<file path="config.mk">
export PLATFORM = sky130hd
export DESIGN_NAME = riscv_formal_pc_order_lane
export DESIGN_NICKNAME = d
export VERILOG_FILES = /design/src/rtl/riscv_formal_pc_order_checker.sv
export SDC_FILE = /design/constraint.sdc
export NUM_CORES = 1
export LEC_CHECK = 0
export BUFFER_PORTS_ARGS = -buffer_cell sky130_fd_sc_hd__buf_2
export CORE_AREA = 2 2 78 80
export DETAILED_ROUTE_END_ITERATION = 10
export DIE_AREA = 0 0 80 82
export SLEW_MARGIN = 20
export SYNTH_ARGS = -nofsm -noshare
export SYNTH_HDL_FRONTEND = slang
export SYNTH_SLANG_ARGS = --single-unit
</file>
<file path="constraint.sdc">
create_clock -name vclk -period 2.78
set_input_delay 0.556 -clock vclk [all_inputs]
set_output_delay 0.556 -clock vclk [all_outputs]
set_load 0.005 [all_outputs]
</file>
<file path="src/rtl/riscv_formal_pc_order_checker.sv">
// RVFI retirement-stream checker: verifies PC continuity, rvfi_order sequencing,
// channel contiguity and (optionally) halt-after-trap, latching the first error.

module riscv_formal_pc_order_lane #(
    parameter int XLEN    = 32,
    parameter int ORDER_W = 64
) (
    input  logic               valid,
    input  logic               prev_valid,
    input  logic               chk_ref,
    input  logic               halted,
    input  logic               trap_below,
    input  logic [XLEN-1:0]    pc,
    input  logic [XLEN-1:0]    ref_pc,
    input  logic [ORDER_W-1:0] order,
    input  logic [ORDER_W-1:0] ref_order,
    output logic [2:0]         code
);
    // Priority chain yields the lowest applicable code for this channel.
    always_comb begin
        code = 3'd0;
        if (valid) begin
            if (!prev_valid)
                code = 3'd1;
            else if (chk_ref && (pc != ref_pc))
                code = 3'd2;
            else if (chk_ref && (order != ref_order))
                code = 3'd3;
            else if (halted || trap_below)
                code = 3'd4;
        end
    end
endmodule


</file>
==> flow_summary.toml <==
[placed_design]
pre_cts_ws_ns = 0.148
dpl.hpwl_um = 4330
gp_congestion = 0.760
dpl-instance-area_um2 = 2200
port_buffers = 200
place_inst = 412

[cts]
cts_setup_buffers = 0
postCtsHoldBufs = 0
cts.repair.resized = 0

[synthesis]
synth-adder-area-share_pct = 0
synth_xor_area_share_pct = 76.5
synth_area_um2 = 1100
ys_seq_area_share_pct = 0
syn_avg_cell_area_um2 = 8.09
yosys_warnings = 0
synth_compound_area_share_pct = 3.64
ys_top_cells_by_area = "xor2_1 (51%), xnor2_1 (25%), nor4_1 (10%)"
synth_top_area_share_pct = 51.0
synthSimpleGateAreaFrac_pct = 19.2
synth_top_area_cell = "xor2_1"
muxShareOfSynthArea_pct = 0
synth_top_family_by_area = "XOR/XNOR gates"
synth_cell_types = 11
syn_inst = 136
syn_nets = 333

[timing]
holdWs_ns = 1.41
maxSlewHeadroom_pct = 59.1
fin_ws_ns = 0.197
fin_crit_ns = 2.58
tns_ns = 0
hold_viol = 0
rsz0062_at_grt = "no"
final-setup-viol-count = 0
fin_crit_sh_pct = 92.9
max_freq_ghz = 0.387
slew_violations = 0
tightest_slew_ns = 0.608

[detailed_routing]
finalWirelength_um = 4450
drt_pre_antenna_iters = 2
viasPerCell = 4.14
ant_nets = 0
route.detailed.drc = 0
avgRoutedWirePerCell_um = 10.8
drt_iter0_drc = 9
dr_total_vias = 1706

[power_and_ir_drop]
switching_share_pct = 38.8
power_frac_seq_pct = 0
irDropWorstVdd_v = 0.0000567
p_leak_nw = 1.19
p_comb_share_pct = 100.0
clock_power_share_pct = 0
p_per_area_nw_per_um2 = 130
p_switching_uw = 111
total_power_uw = 286
intPower_uw = 175

[global_routing]
grt_max_degree = 5
antenna_found_initial = 0
grt-ovfl-total = 0
grt_pass1_vias = 1593
grt_pass1_wl_um = 6400
grtUsageTotal_pct = 11.9

[worst_setup_path]
crit_required_ns = 2.22
cp.arrival_ns = 2.03
cp_max_fo = 3
crit_path_start_kind = "input port"
critPathKind = "in2out"
endpoint_kind = "output port"

[final_layout]
drive_gt1_share_pct = 59.9
final_util_pct = 38.3
n_antenna_cell = 0
nClkBuffers = 0
seq_cells = 0
final_common_cell = "buf_2"
final_cell_area_um2 = 2200
multi_input_area_um2 = 1090
fill_cells = 614
stdcell_count = 412
nets = 536
area_delta_synth_final_pct = 100
layout_common_cells = "buf_2 (200), xor2_1 (64), xnor2_1 (32)"
seqCellArea_um2 = 0

[die]
rows = 28
core_area_um2 = 5750
ios = 200
die_w_um = 80
dieArea_um2 = 6560
initial_core_util_pct = 19.1
dieHeight_um = 82

[worst_hold_path]
min_path_type = "in2out"

[run]
maxCapViolCount = 0

[run_status]
status = "completed"
[synth_stat cells, drive strengths merged]
library cell,instances
xor2,64
a21o,1
o22ai,1
xnor2,32
nand3,1
nor4,19
a31oi,1
inv,2
nand4,13
o211a,2
[worst paths after layout]
check,startpoint,depth (start not counted),endpoint,slack [ns]
worst max-delay path,ref_order[2],8,code[2],0.20
worst min-delay path,prev_valid,3,code[0],1.41
[power by group through the flow]
stage | Clock, mW | Combinational (mW) | Sequential (mW)
2_1_floorplan | 0 | 0.113 | 0
3_3_place_gp | 0 | 0.284 | 0
3_5_place_dp | 0 | 0.290 | 0
4_1_cts | 0 | 0.291 | 0
5_1_grt | 0 | 0.319 | 0
6_report | 0 | 0.286 | 0
[final cells by class]
cell class         instances  share of cell area [%]
well taps                 75                    4.26
inverters                  2                   0.341
repair buffers           201                    45.8
multi-input cells        134                    49.6
[worst max-delay path, cell delays in order]
cell	delay, ns
buf_2	0.10
xor2_1	0.15
nor4_1	0.34
nand4_1	0.19
nor4_2	0.29
buf_4	0.16
o211a_1	0.14
buf_2	0.11
[kinds of logic (layout without fill, tap and decap cells)]
logic type	after synthesis	count (layout)
AO/OA/AOI/OAI	5	5
XOR/XNOR	96	96
buffers and inverters	2	203
AND/OR/NAND/NOR	33	33
[metal layers]
metal / track usage (%) / share of wire, % / up-vias / wire length (um)
met4: 0.847 / 0.27 / 0 / 12
li1: - / - / 883 / -
met3: 1.76 / 11 / 2 / 501
met1: 12.3 / 34 / 707 / 1520
met5: 0 / 0 / - / 0
met2: 25.7 / 54 / 114 / 2420
Note: power is estimated with default switching activity, not from simulation.
